## config.mk

```make
export PLATFORM = sky130hd
export DESIGN_NAME = overlay_scheduler_flat
export DESIGN_NICKNAME = d
export VERILOG_FILES = /design/src/rtl/overlay_scheduler_if.sv /design/src/rtl/overlay_scheduler.sv /design/src/flat_wrapper.sv
export SDC_FILE = /design/constraint.sdc
export NUM_CORES = 1
export LEC_CHECK = 0
export BUFFER_PORTS_ARGS = -buffer_cell sky130_fd_sc_hd__buf_2
export CELL_PAD_IN_SITES_DETAIL_PLACEMENT = 0
export CELL_PAD_IN_SITES_GLOBAL_PLACEMENT = 2
export CORE_MARGIN = 5
export CORE_UTILIZATION = 36
export CTS_CLUSTER_SIZE = 12
export DETAILED_ROUTE_END_ITERATION = 8
export GPL_ROUTABILITY_DRIVEN = 0
export PLACE_DENSITY_LB_ADDON = 0.2
export SLEW_MARGIN = 25
export SYNTH_ARGS = -nofsm -noshare
export SYNTH_HDL_FRONTEND = slang
export SYNTH_SLANG_ARGS = --single-unit
```

## constraint.sdc

```tcl
create_clock -name i_clk -period 8.7 [get_ports i_clk]
set_input_delay 1.74 -clock i_clk [delete_from_list [all_inputs] [get_ports i_clk]]
set_output_delay 1.74 -clock i_clk [all_outputs]
set_load 0.02 [all_outputs]
```

## src/rtl/overlay_scheduler_if.sv

```systemverilog
// ROM-side bus of the overlay scheduler: enable/address out, read data back,
// one group per image ROM (fire icon, warning icon, digit glyphs).
interface overlay_scheduler_if;
    logic        o_fire_ena;
    logic [13:0] o_fire_addr;
    logic [11:0] i_fire_data;
    logic        o_warn_ena;
    logic [13:0] o_warn_addr;
    logic [11:0] i_warn_data;
    logic        o_digit_ena;
    logic [16:0] o_digit_addr;
    logic        i_digit_bit;

    modport master (
        output o_fire_ena, o_fire_addr, o_warn_ena, o_warn_addr, o_digit_ena, o_digit_addr,
        input  i_fire_data, i_warn_data, i_digit_bit
    );

    modport slave (
        input  o_fire_ena, o_fire_addr, o_warn_ena, o_warn_addr, o_digit_ena, o_digit_addr,
        output i_fire_data, i_warn_data, i_digit_bit
    );
endinterface

```

## src/rtl/overlay_scheduler.sv

```systemverilog
// Overlay sequencer: per-frame alarm/digit latch, alarm FSM, direct ROM addressing and a
// fixed two-strobe colour pipeline. Define OVERLAY_BLINK_EN to blink the fire icon in hold.
module overlay_scheduler #(
    parameter int FIRE_X0     = 520,
    parameter int WARN_X0     = 400,
    parameter int ICON_Y0     = 0,
    parameter int ICON_W      = 120,
    parameter int ICON_H      = 120,
    parameter int DIGIT_X0    = 320,
    parameter int DIGIT_Y0    = 150,
    parameter int DIGIT_W     = 80,
    parameter int DIGIT_H     = 120,
    parameter int HOLD_FRAMES = 60
) (
    input  logic                        i_clk,
    input  logic                        i_rst,
    input  logic                        i_pix_en,
    input  logic [10:0]                 i_x,
    input  logic [9:0]                  i_y,
    input  logic                        i_is_fire,
    input  logic                        i_is_warning,
    input  logic [3:0]                  i_tens,
    input  logic [3:0]                  i_ones,
    overlay_scheduler_if.master         rom,
    output logic [3:0]                  o_red,
    output logic [3:0]                  o_green,
    output logic [3:0]                  o_blue,
    output logic                        o_frame_start
);

    localparam int HOLD_W = $clog2(HOLD_FRAMES + 1);

    typedef enum logic [1:0] {ST_IDLE, ST_WARN, ST_FIRE, ST_HOLD} state_t;
    typedef enum logic [2:0] {TAG_BG, TAG_FIRE, TAG_WARN, TAG_TENS, TAG_ONES} tag_t;

    state_t              state, state_nxt, state_eff;
    logic [HOLD_W-1:0]   hold_cnt, hold_nxt;
    logic                warn_sh, seen;
    logic [3:0]          tens_sh, ones_sh;
    logic                latch;
    logic                warn_eff, seen_eff;
    logic [3:0]          tens_eff, ones_eff;
    logic                fire_vis, warn_vis;
    logic [10:0]         fire_dx, warn_dx, tens_dx, ones_dx, glyph_dx;
    logic [9:0]          icon_dy, digit_dy;
    logic                fire_in, warn_in, tens_in, ones_in;
    logic [3:0]          glyph_c;
    tag_t                tag_c, tag_p1;
    logic [11:0]         colour_c, colour_p2;

    function automatic logic [13:0] icon_addr(input logic [6:0] dy, input logic [6:0] dx);
        return {7'd0, dy} * 14'(ICON_W) + {7'd0, dx};
    endfunction

    function automatic logic [16:0] digit_addr(input logic [3:0] g, input logic [6:0] dy,
                                               input logic [6:0] dx);
        return {13'd0, g} * 17'(DIGIT_W * DIGIT_H) + {10'd0, dy} * 17'(DIGIT_W) + {10'd0, dx};
    endfunction

    assign latch = i_pix_en && (i_x == 11'd0) && (i_y == 10'd0);

    // The latch strobe's own pixel already sees the freshly latched values.
    assign state_eff = latch ? state_nxt    : state;
    assign warn_eff  = latch ? i_is_warning : warn_sh;
    assign tens_eff  = latch ? i_tens       : tens_sh;
    assign ones_eff  = latch ? i_ones       : ones_sh;
    assign seen_eff  = latch | seen;

    always_ff @(posedge i_clk) begin
        if (i_rst) begin
            state    <= ST_IDLE;
            hold_cnt <= '0;
        end else if (latch) begin
            state    <= state_nxt;
            hold_cnt <= hold_nxt;
        end
    end

    always_comb begin
        state_nxt = state;
        hold_nxt  = hold_cnt;
        case (state)
            ST_IDLE: begin
                if (i_is_fire)         state_nxt = ST_FIRE;
                else if (i_is_warning) state_nxt = ST_WARN;
            end
            ST_WARN: begin
                if (i_is_fire)          state_nxt = ST_FIRE;
                else if (!i_is_warning) state_nxt = ST_IDLE;
            end
            ST_FIRE: begin
                if (!i_is_fire) begin
                    state_nxt = ST_HOLD;
                    hold_nxt  = HOLD_W'(HOLD_FRAMES - 1);
                end
            end
            ST_HOLD: begin
                if (i_is_fire)             state_nxt = ST_FIRE;
                else if (hold_cnt == '0)   state_nxt = i_is_warning ? ST_WARN : ST_IDLE;
                else                       hold_nxt  = hold_cnt - 1'b1;
            end
            default: state_nxt = ST_IDLE;
        endcase
    end

`ifdef OVERLAY_BLINK_EN
    logic [4:0] blink_cnt, blink_eff;

    always_ff @(posedge i_clk) begin
        if (i_rst)      blink_cnt <= '0;
        else if (latch) blink_cnt <= blink_cnt + 5'd1;
    end

    assign blink_eff = latch ? blink_cnt + 5'd1 : blink_cnt;
    assign fire_vis  = (state_eff == ST_FIRE) || ((state_eff == ST_HOLD) && !blink_eff[4]);
`else
    assign fire_vis  = (state_eff == ST_FIRE) || (state_eff == ST_HOLD);
`endif

    assign warn_vis = (state_eff == ST_WARN) ||
                      (((state_eff == ST_FIRE) || (state_eff == ST_HOLD)) && warn_eff);

    // Wrapping subtraction folds both region bounds into one unsigned compare.
    assign fire_dx  = i_x - 11'(FIRE_X0);
    assign warn_dx  = i_x - 11'(WARN_X0);
    assign tens_dx  = i_x - 11'(DIGIT_X0);
    assign ones_dx  = i_x - 11'(DIGIT_X0 + DIGIT_W);
    assign icon_dy  = i_y - 10'(ICON_Y0);
    assign digit_dy = i_y - 10'(DIGIT_Y0);

    assign fire_in = (fire_dx < 11'(ICON_W))  && (icon_dy  < 10'(ICON_H));
    assign warn_in = (warn_dx < 11'(ICON_W))  && (icon_dy  < 10'(ICON_H));
    assign tens_in = (tens_dx < 11'(DIGIT_W)) && (digit_dy < 10'(DIGIT_H));
    assign ones_in = (ones_dx < 11'(DIGIT_W)) && (digit_dy < 10'(DIGIT_H));

    always_comb begin
        tag_c = TAG_BG;
        if (seen_eff) begin
            if (fire_vis && fire_in)                                   tag_c = TAG_FIRE;
            else if (warn_vis && warn_in)                              tag_c = TAG_WARN;
            else if (tens_in && (tens_eff != 4'd0) && (tens_eff <= 4'd9)) tag_c = TAG_TENS;
            else if (ones_in && (ones_eff <= 4'd9))                    tag_c = TAG_ONES;
        end
    end

    assign glyph_c  = (tag_c == TAG_TENS) ? tens_eff : ones_eff;
    assign glyph_dx = (tag_c == TAG_TENS) ? tens_dx  : ones_dx;

    always_comb begin
        colour_c = 12'h000;
        case (tag_p1)
            TAG_FIRE:           colour_c = rom.i_fire_data;
            TAG_WARN:           colour_c = rom.i_warn_data;
            TAG_TENS, TAG_ONES: colour_c = rom.i_digit_bit ? 12'h000 : 12'hFFF;
            default:            colour_c = 12'h000;
        endcase
    end

    assign rom.o_fire_ena  = (tag_p1 == TAG_FIRE);
    assign rom.o_warn_ena  = (tag_p1 == TAG_WARN);
    assign rom.o_digit_ena = (tag_p1 == TAG_TENS) || (tag_p1 == TAG_ONES);

    always_ff @(posedge i_clk) begin
        if (i_rst) begin
            warn_sh          <= 1'b0;
            tens_sh          <= '0;
            ones_sh          <= '0;
            seen             <= 1'b0;
            o_frame_start    <= 1'b0;
            tag_p1           <= TAG_BG;
            rom.o_fire_addr  <= '0;
            rom.o_warn_addr  <= '0;
            rom.o_digit_addr <= '0;
            colour_p2        <= '0;
            o_red            <= '0;
            o_green          <= '0;
            o_blue           <= '0;
        end else begin
            o_frame_start <= latch;
            if (latch) begin
                warn_sh <= i_is_warning;
                tens_sh <= i_tens;
                ones_sh <= i_ones;
                seen    <= 1'b1;
            end
            if (i_pix_en) begin
                // Stage 1: region tag and direct ROM address
                tag_p1 <= tag_c;
                if (tag_c == TAG_FIRE)
                    rom.o_fire_addr <= icon_addr(icon_dy[6:0], fire_dx[6:0]);
                if (tag_c == TAG_WARN)
                    rom.o_warn_addr <= icon_addr(icon_dy[6:0], warn_dx[6:0]);
                if ((tag_c == TAG_TENS) || (tag_c == TAG_ONES))
                    rom.o_digit_addr <= digit_addr(glyph_c, digit_dy[6:0], glyph_dx[6:0]);
                // Stage 2: colour select from ROM data
                colour_p2 <= colour_c;
                // Stage 3: output register
                {o_red, o_green, o_blue} <= colour_p2;
            end
        end
    end

endmodule

```

## src/flat_wrapper.sv

```systemverilog
// flat-port wrapper written by rule: the top's interface ports become plain ports
module overlay_scheduler_flat 
#(
    parameter int FIRE_X0     = 520,
    parameter int WARN_X0     = 400,
    parameter int ICON_Y0     = 0,
    parameter int ICON_W      = 120,
    parameter int ICON_H      = 120,
    parameter int DIGIT_X0    = 320,
    parameter int DIGIT_Y0    = 150,
    parameter int DIGIT_W     = 80,
    parameter int DIGIT_H     = 120,
    parameter int HOLD_FRAMES = 60
)
  (i_clk, i_rst, i_pix_en, i_x, i_y, i_is_fire, i_is_warning, i_tens, i_ones, o_red, o_green, o_blue, o_frame_start, rom_o_fire_ena, rom_o_fire_addr, rom_o_warn_ena, rom_o_warn_addr, rom_o_digit_ena, rom_o_digit_addr, rom_i_fire_data, rom_i_warn_data, rom_i_digit_bit);
  overlay_scheduler_if rom_i ();
  input  logic i_clk;
  input  logic i_rst;
  input  logic i_pix_en;
  input  logic [10:0] i_x;
  input  logic [9:0] i_y;
  input  logic i_is_fire;
  input  logic i_is_warning;
  input  logic [3:0] i_tens;
  input  logic [3:0] i_ones;
  output logic [3:0] o_red;
  output logic [3:0] o_green;
  output logic [3:0] o_blue;
  output logic o_frame_start;
  output wire logic [$bits(rom_i.o_fire_ena)-1:0] rom_o_fire_ena;
  output wire logic [$bits(rom_i.o_fire_addr)-1:0] rom_o_fire_addr;
  output wire logic [$bits(rom_i.o_warn_ena)-1:0] rom_o_warn_ena;
  output wire logic [$bits(rom_i.o_warn_addr)-1:0] rom_o_warn_addr;
  output wire logic [$bits(rom_i.o_digit_ena)-1:0] rom_o_digit_ena;
  output wire logic [$bits(rom_i.o_digit_addr)-1:0] rom_o_digit_addr;
  input wire logic [$bits(rom_i.i_fire_data)-1:0] rom_i_fire_data;
  input wire logic [$bits(rom_i.i_warn_data)-1:0] rom_i_warn_data;
  input wire logic [$bits(rom_i.i_digit_bit)-1:0] rom_i_digit_bit;
  assign rom_o_fire_ena = rom_i.o_fire_ena;
  assign rom_o_fire_addr = rom_i.o_fire_addr;
  assign rom_o_warn_ena = rom_i.o_warn_ena;
  assign rom_o_warn_addr = rom_i.o_warn_addr;
  assign rom_o_digit_ena = rom_i.o_digit_ena;
  assign rom_o_digit_addr = rom_i.o_digit_addr;
  assign rom_i.i_fire_data = rom_i_fire_data;
  assign rom_i.i_warn_data = rom_i_warn_data;
  assign rom_i.i_digit_bit = rom_i_digit_bit;
  overlay_scheduler #(.FIRE_X0(FIRE_X0), .WARN_X0(WARN_X0), .ICON_Y0(ICON_Y0), .ICON_W(ICON_W), .ICON_H(ICON_H), .DIGIT_X0(DIGIT_X0), .DIGIT_Y0(DIGIT_Y0), .DIGIT_W(DIGIT_W), .DIGIT_H(DIGIT_H), .HOLD_FRAMES(HOLD_FRAMES)) u_core (.i_clk(i_clk), .i_rst(i_rst), .i_pix_en(i_pix_en), .i_x(i_x), .i_y(i_y), .i_is_fire(i_is_fire), .i_is_warning(i_is_warning), .i_tens(i_tens), .i_ones(i_ones), .rom(rom_i), .o_red(o_red), .o_green(o_green), .o_blue(o_blue), .o_frame_start(o_frame_start));
endmodule
```

==> metrics.txt, run 1 <==
PD cells=151 nW/um2; Rows=50; Post-CTS Setup Repair Bufs=0; core area=18800 um2; Resized cells post-CTS=0; first-pass GRT wire length=31.2 mm; multiplexer share of the synthesized area=6.59%; vias in the first global route=5871; TritonCTS clock tree=done; vias per cell=5.08; Reg2Reg Setup Slack=3.92 ns; Layout Nets=1089; placed inst area=7680 um2; design area=8000 um2; synthesized cell area=6880 um2; Compound-Gate Fraction of Synth Area=16.7%; Final Setup Violations=0; CTS Buffer Depth=2; final number of hold-violating endpoints=0; most common cell after layout, fill and taps aside=buf_2; routed length per instance=16.3 um; Lkg Pwr=3.63 nW; Vert. Die Dim=148 um; IO Pins=120; IO buf count=119; RSZ-0062 raised after global routing=no; commonest non-fill, non-tap cells in the layout=buf_2 (119), dfxtp_1 (91), nor2_1 (90), a21oi_1 (76); max frequency=147 MHz; Tcrit/Tclk final=78.4%; crit path capture type=register; Worst-Margin Slew=1.01 ns; WS Path Type=in -> reg; syn_area_per_cell=8.23 um2; vias after detailed routing=6000; Worst Reg-to-Reg Cells=20; dominant register cell in the synthesized netlist=dfxtp_1; CP required=8.93 ns; area share of the leading cell type in the synthesized netlist=26.5%; Worst setup SP type=primary input; crit path time final=6.82 ns; XOR/XNOR Fraction of Synth Area=6.86%; most frequent CP cell=ha_1; worst path cell trace=buf_2 > inv_1 > ha_1 > a21oi_1 > o21ai_0 > mux2i_1 > a311oi_4 > nand3_2 > mux2_2 > nor2_1 > a21oi_1 > ha_1 > inv_1 > fa_1 > inv_1 > ha_1 > ha_1 > or3_1 > o21ai_0 > a21oi_1 > a31oi_1 > a2111o_1 > nand4_1 > o211ai_1; Post-synth EDFFs=0; maximum VDD drop=0.000105 V; Slew Viols, Final=0; Post-CTS Hold Buffers=0; All-Layer GR Usage=17.6%; H-tree depth=3; n_diodes=0; Seq/Total Area, Yosys=26.5%; Area Overhead vs Synth=16.3%; Mapped Nets=984; Post-Synth Simple-Gate Area=20.0%; Yosys reg bits=91; clock-pin transition on the worst setup and hold timing paths=0.07 ns; Synth Instances=836; CTS buffer count=9; Max-Cap Viols=0; antenna-violating nets left=0; drt total wl=19.2 mm; filler instances=2012; area leader, netlist=dfxtp_1; initial drt markers=264; Post-route DRC=0; Slew HR=32.5%; min-delay src=u_core.colour_p2[8]; layout cell share with drive strength beyond 1=17.2%; post-synthesis adder-cell area fraction=17.9%; Slowest-stage cell, CP=fa_1; outcome=finished clean; worst-skew pair later-pin latency=0.35 ns; Cell variety after synth=66; GRT overflow=0; DP Wirelength=14.9 mm; crit path DAT=7.06 ns; hold worst-path end=u_core.colour_p2[8]; die footprint=22000 um2; synth top area cells=dfxtp_1 (26%), ha_1 (13%), mux2i_1 (6.3%), a21oi_1 (5.5%), nor2_1 (4.9%); warnings from Yosys=0; die width=148 um; final setup skew=0.0113 ns; Post-synth ARST share=0%; CTS sink cnt=91; largest net degree at the start of global routing=49; initial antenna violation count=0; Initial Utilization=36.6%; Reg2Reg Capture Point=u_core.rom.o_digit_addr[16]; Reg-to-Reg Start=u_core.state[1]; maximum single-stage delay on the critical path=0.49 ns; Critical Path Fanout Max=10; Hold WC Path Type=reg -> reg; clock root buffer=clkbuf_16; Sum Neg Setup Slack=0 ns; largest family of logic cells by synthesized area=simple AND/OR/NAND/NOR gates; hold depth=2; DRT Pass-1 Iters=4
metal layers:
layer  part of all wire, %  up-vias  track usage [%]  wire length, um
li1                      -     3081                -                -
met3                   3.7       12             3.56              711
met1                    49     2820             24.5             9410
met2                    47       87             28.7             8960
met4                  0.76        0             3.23              146
met5                     0        -                0                0
power by group:
| part | internal [mW] | switching, mW | leakage [nW] | total, mW |
|---|---|---|---|---|
| sequential | 0.416 | 0.0000000203 | 0.732 | 0.416 |
| combinational | 0.160 | 0.231 | 2.75 | 0.391 |
| clock | 0.205 | 0.198 | 0.149 | 0.402 |
| total | 0.781 | 0.429 | 3.63 | 1.21 |
cell families after synthesis:
family,count (synthesis)
buf+inv,94
flops,91
mux,45
simple gates,275
compound gates,189
fa+ha+maj,89
xor+xnor,53
flip-flops by register name, summed over array words and instances (netlist names):
name and cells:
u_core.o_green 4, u_core.o_blue 4, u_core.rom.o_digit_addr 17, u_core.rom.o_fire_addr 14, u_core.tag_p1 3, u_core.ones_sh 4
u_core.o_frame_start 1, u_core.colour_p2 12, u_core.hold_cnt 6, u_core.warn_sh 1, u_core.rom.o_warn_addr 14, u_core.state 2
u_core.seen 1, u_core.tens_sh 4, u_core.o_red 4
worst max-delay path by stage:
stage | start | slack (ns) | depth (start not counted) | endpoint
floorplan | i_x[6] | 2.41 | 25 | u_core.rom.o_digit_addr[16]
global placement | i_y[3] | 1.61 | 26 | u_core.rom.o_digit_addr[16]
detailed placement | i_y[3] | 1.46 | 26 | u_core.rom.o_digit_addr[16]
CTS | i_y[3] | 1.83 | 26 | u_core.rom.o_digit_addr[16]
global route | i_y[3] | 1.42 | 26 | u_core.rom.o_digit_addr[16]
finish | i_y[3] | 1.88 | 24 | u_core.rom.o_digit_addr[16]
synthesized netlist by cell type (all sizes together), types with 3 or more instances:
cell type,instances
a21oi,76
fa,16
mux2i,43
nor4,3
xnor2,39
a21o,13
o211ai,5
o21ai,54
and2,3
nand2,74
clkbuf,24
and3,3
dfxtp,91
nor4b,5
nor3,16
a211oi,13
nor2,90
o21a,4
or3,4
o211a,3
nand3,13
xor2,14
a21boi,3
nor3b,7
nor2b,27
ha,73
or2,4
a31oi,9
nand4,7
buf,6
inv,64
nand2b,9
per-stage QoR:
step	power (mW)	util, %	std cells	hold slack (ns)	setup slack (ns)
4_1_cts	1.23	42.6	1180	0.456	1.83
5_1_grt	1.29	42.6	1180	0.486	1.42
6_report	1.21	42.6	1180	0.455	1.88
3_3_place_gp	0.825	40.9	1164	0.447	1.61
3_5_place_dp	0.820	40.9	1164	0.444	1.46
2_1_floorplan	0.711	-	836	0.428	2.41
area by class of cell:
class	instances	area, um2	area share [%]
Clock buffer	9	225	2.82
Timing Repair Buffer	124	633	7.92
Tap cell	234	293	3.66
Multi-Input combinational cell	651	4700	58.8
Clock inverter	7	81.3	1.02
Sequential cell	91	1820	22.8
Inverter	64	240	3.00
critical path: cells and delay by family:
kind	cells	cell delay, ns
compound gates	9	2.13
fa+ha+maj	5	1.58
buf+inv	4	0.51
mux	2	0.50
simple gates	4	0.60
Power figures use the tool's default switching activity.
==> run 2: changes to the inputs <==
- CORE_UTILIZATION: 36 -> 34
- clock period: 8.7 -> 7.1 ns (I/O delays scaled with it)
==> run 2 against run 1 <==
Compared with the run above: global-route usage fell by 1.2 points; first-iteration DRC count is 7.6% lower; die area rose by 5.5%; largest cell class unchanged; utilization shrank 2.2 points; sequential cell count unchanged; critical path depth unchanged; clock power rose by 46%; sequential power increased by 23%; setup slack worse by 1.2 ns.
==> metrics.txt, run 2 (synthesized netlist as in run 1, its figures left out) <==
Sum Neg Setup Slack=0 ns; vias per cell=4.89; Worst-Margin Slew=0.844 ns; most common cell after layout, fill and taps aside=buf_2; fin util=40.4%; Critical Path Fanout Max=10; layout cell share with drive strength beyond 1=17.8%; routed length per instance=15.8 um; register area=1820 um2; Final Setup Violations=0; outcome=finished clean; Worst setup SP type=primary input; PD cells=193 nW/um2; Slew HR=43.6%; multi-input logic area=4690 um2; final number of hold-violating endpoints=0; largest net degree at the start of global routing=56; H-tree depth=3; Layout Nets=1094; Resized cells post-CTS=0; TritonCTS clock tree=done; WS Path Type=in -> reg; drt total wl=19.3 mm; CTS Buffer Depth=2; commonest non-fill, non-tap cells in the layout=buf_2 (119), dfxtp_1 (91), nor2_1 (90), a21oi_1 (76); CTS buffer count=9; Max-Cap Viols=0; initial antenna violation count=4; die width=152 um; Lkg Pwr=3.68 nW; final setup skew=0.0136 ns; Area Overhead vs Synth=18.2%; first-pass GRT wire length=31.3 mm; Initial Utilization=34.2%; crit path DAT=6.64 ns; IO Pins=120; vias after detailed routing=5977; Tcrit/Tclk final=90.3%; maximum VDD drop=0.000132 V; core area=20100 um2; vias in the first global route=5906; max reg flops=17; initial drt markers=244; clock-pin transition on the worst setup and hold timing paths=0.07 ns; Hold WC Path Type=reg -> reg; antenna-violating nets left=0; CP required=7.33 ns; DRT Pass-1 Iters=5; crit path time final=6.41 ns; CTS sink cnt=91; Vert. Die Dim=152 um; max frequency=156 MHz; worst-skew pair later-pin latency=0.35 ns; Post-CTS Hold Buffers=0; Post-CTS Setup Repair Bufs=0; Post-route DRC=0; die footprint=23200 um2; Rows=52; IO buf count=119; clock root buffer=clkbuf_16; crit path capture type=register; GRT overflow=0; All-Layer GR Usage=16.5%; RSZ-0062 raised after global routing=no; filler instances=2124; Top Registers=u_core.rom.o_digit_addr x17, u_core.rom.o_fire_addr x14, u_core.rom.o_warn_addr x14; Biggest register=u_core.rom.o_digit_addr; DP Wirelength=15.1 mm; Slew Viols, Final=0
-- run 2: changes by cell type in the layout (fill, tap and decap cells not counted), sizes merged --
cell,before,now
buf,124,129
bufinv,0,3
clkinv,5,3
inv,66,64
clkbuf,9,10
diode,0,1
-- run 2: critical path, stage by stage --
cell      delay, ns
buf_2          0.14
inv_1          0.17
ha_1           0.25
nor2b_1        0.24
nand4b_1       0.23
nor4b_1        0.43
o21a_2         0.24
nand3_2        0.25
mux2_2         0.32
nor2_1         0.03
a21oi_1        0.37
ha_1           0.22
inv_1          0.05
fa_1           0.49
inv_1          0.05
ha_1           0.28
ha_1           0.33
or3_1          0.11
o21ai_0        0.06
a21oi_1        0.22
a31oi_1        0.16
a2111o_1       0.38
nand4_1        0.10
o211ai_1       0.09
-- run 2: final timing paths --
kind	start	end	depth (start not counted)	slack, ns
setup / recovery	i_x[4]	u_core.rom.o_digit_addr[16]	24	0.69
setup reg to reg	u_core.tens_sh[0]	u_core.rom.o_digit_addr[16]	21	2.33
hold reg to reg	u_core.warn_sh	u_core.warn_sh	2	0.45
hold / removal	u_core.warn_sh	u_core.warn_sh	2	0.45
-- run 2: routing by layer --
metal / up-vias / share of wire, % / global-route usage (%)
li1: 3090 / - / -
met1: 2763 / 49 / 22.9
met2: 106 / 46 / 26.7
met3: 12 / 4.0 / 3.27
met4: 6 / 0.64 / 3.21
met5: - / 0.17 / 0
-- run 2: layout make-up --
type	count	area share [%]
Inverter	64	2.95
Antenna cell	1	0.0308
Clock inverter	6	1.52
Timing Repair Buffer	129	8.25
Tap cell	270	4.16
Sequential cell	91	22.4
Clock buffer	10	2.94
Multi-Input combinational cell	651	57.7
-- run 2: stage by stage --
stage | cell area (um2) | hold WS, ns | setup slack [ns] | total power [mW] | cells
5_1_grt | 8130 | 0.483 | 0.228 | 1.67 | 1222
2_1_floorplan | 6880 | 0.428 | 1.13 | 0.871 | 836
3_5_place_dp | 7760 | 0.447 | 0.300 | 0.999 | 1205
4_1_cts | 8130 | 0.457 | 0.662 | 1.60 | 1221
3_3_place_gp | 7760 | 0.445 | 0.417 | 1.01 | 1205
6_report | 8130 | 0.454 | 0.687 | 1.57 | 1222
-- run 2: power by group --
part / internal [mW] / leakage [nW] / total, mW / switching, mW
combinational: 0.197 / 2.77 / 0.474 / 0.277
clock: 0.359 / 0.176 / 0.585 / 0.227
sequential: 0.510 / 0.732 / 0.510 / 0.0000000243
total: 1.07 / 3.68 / 1.57 / 0.504
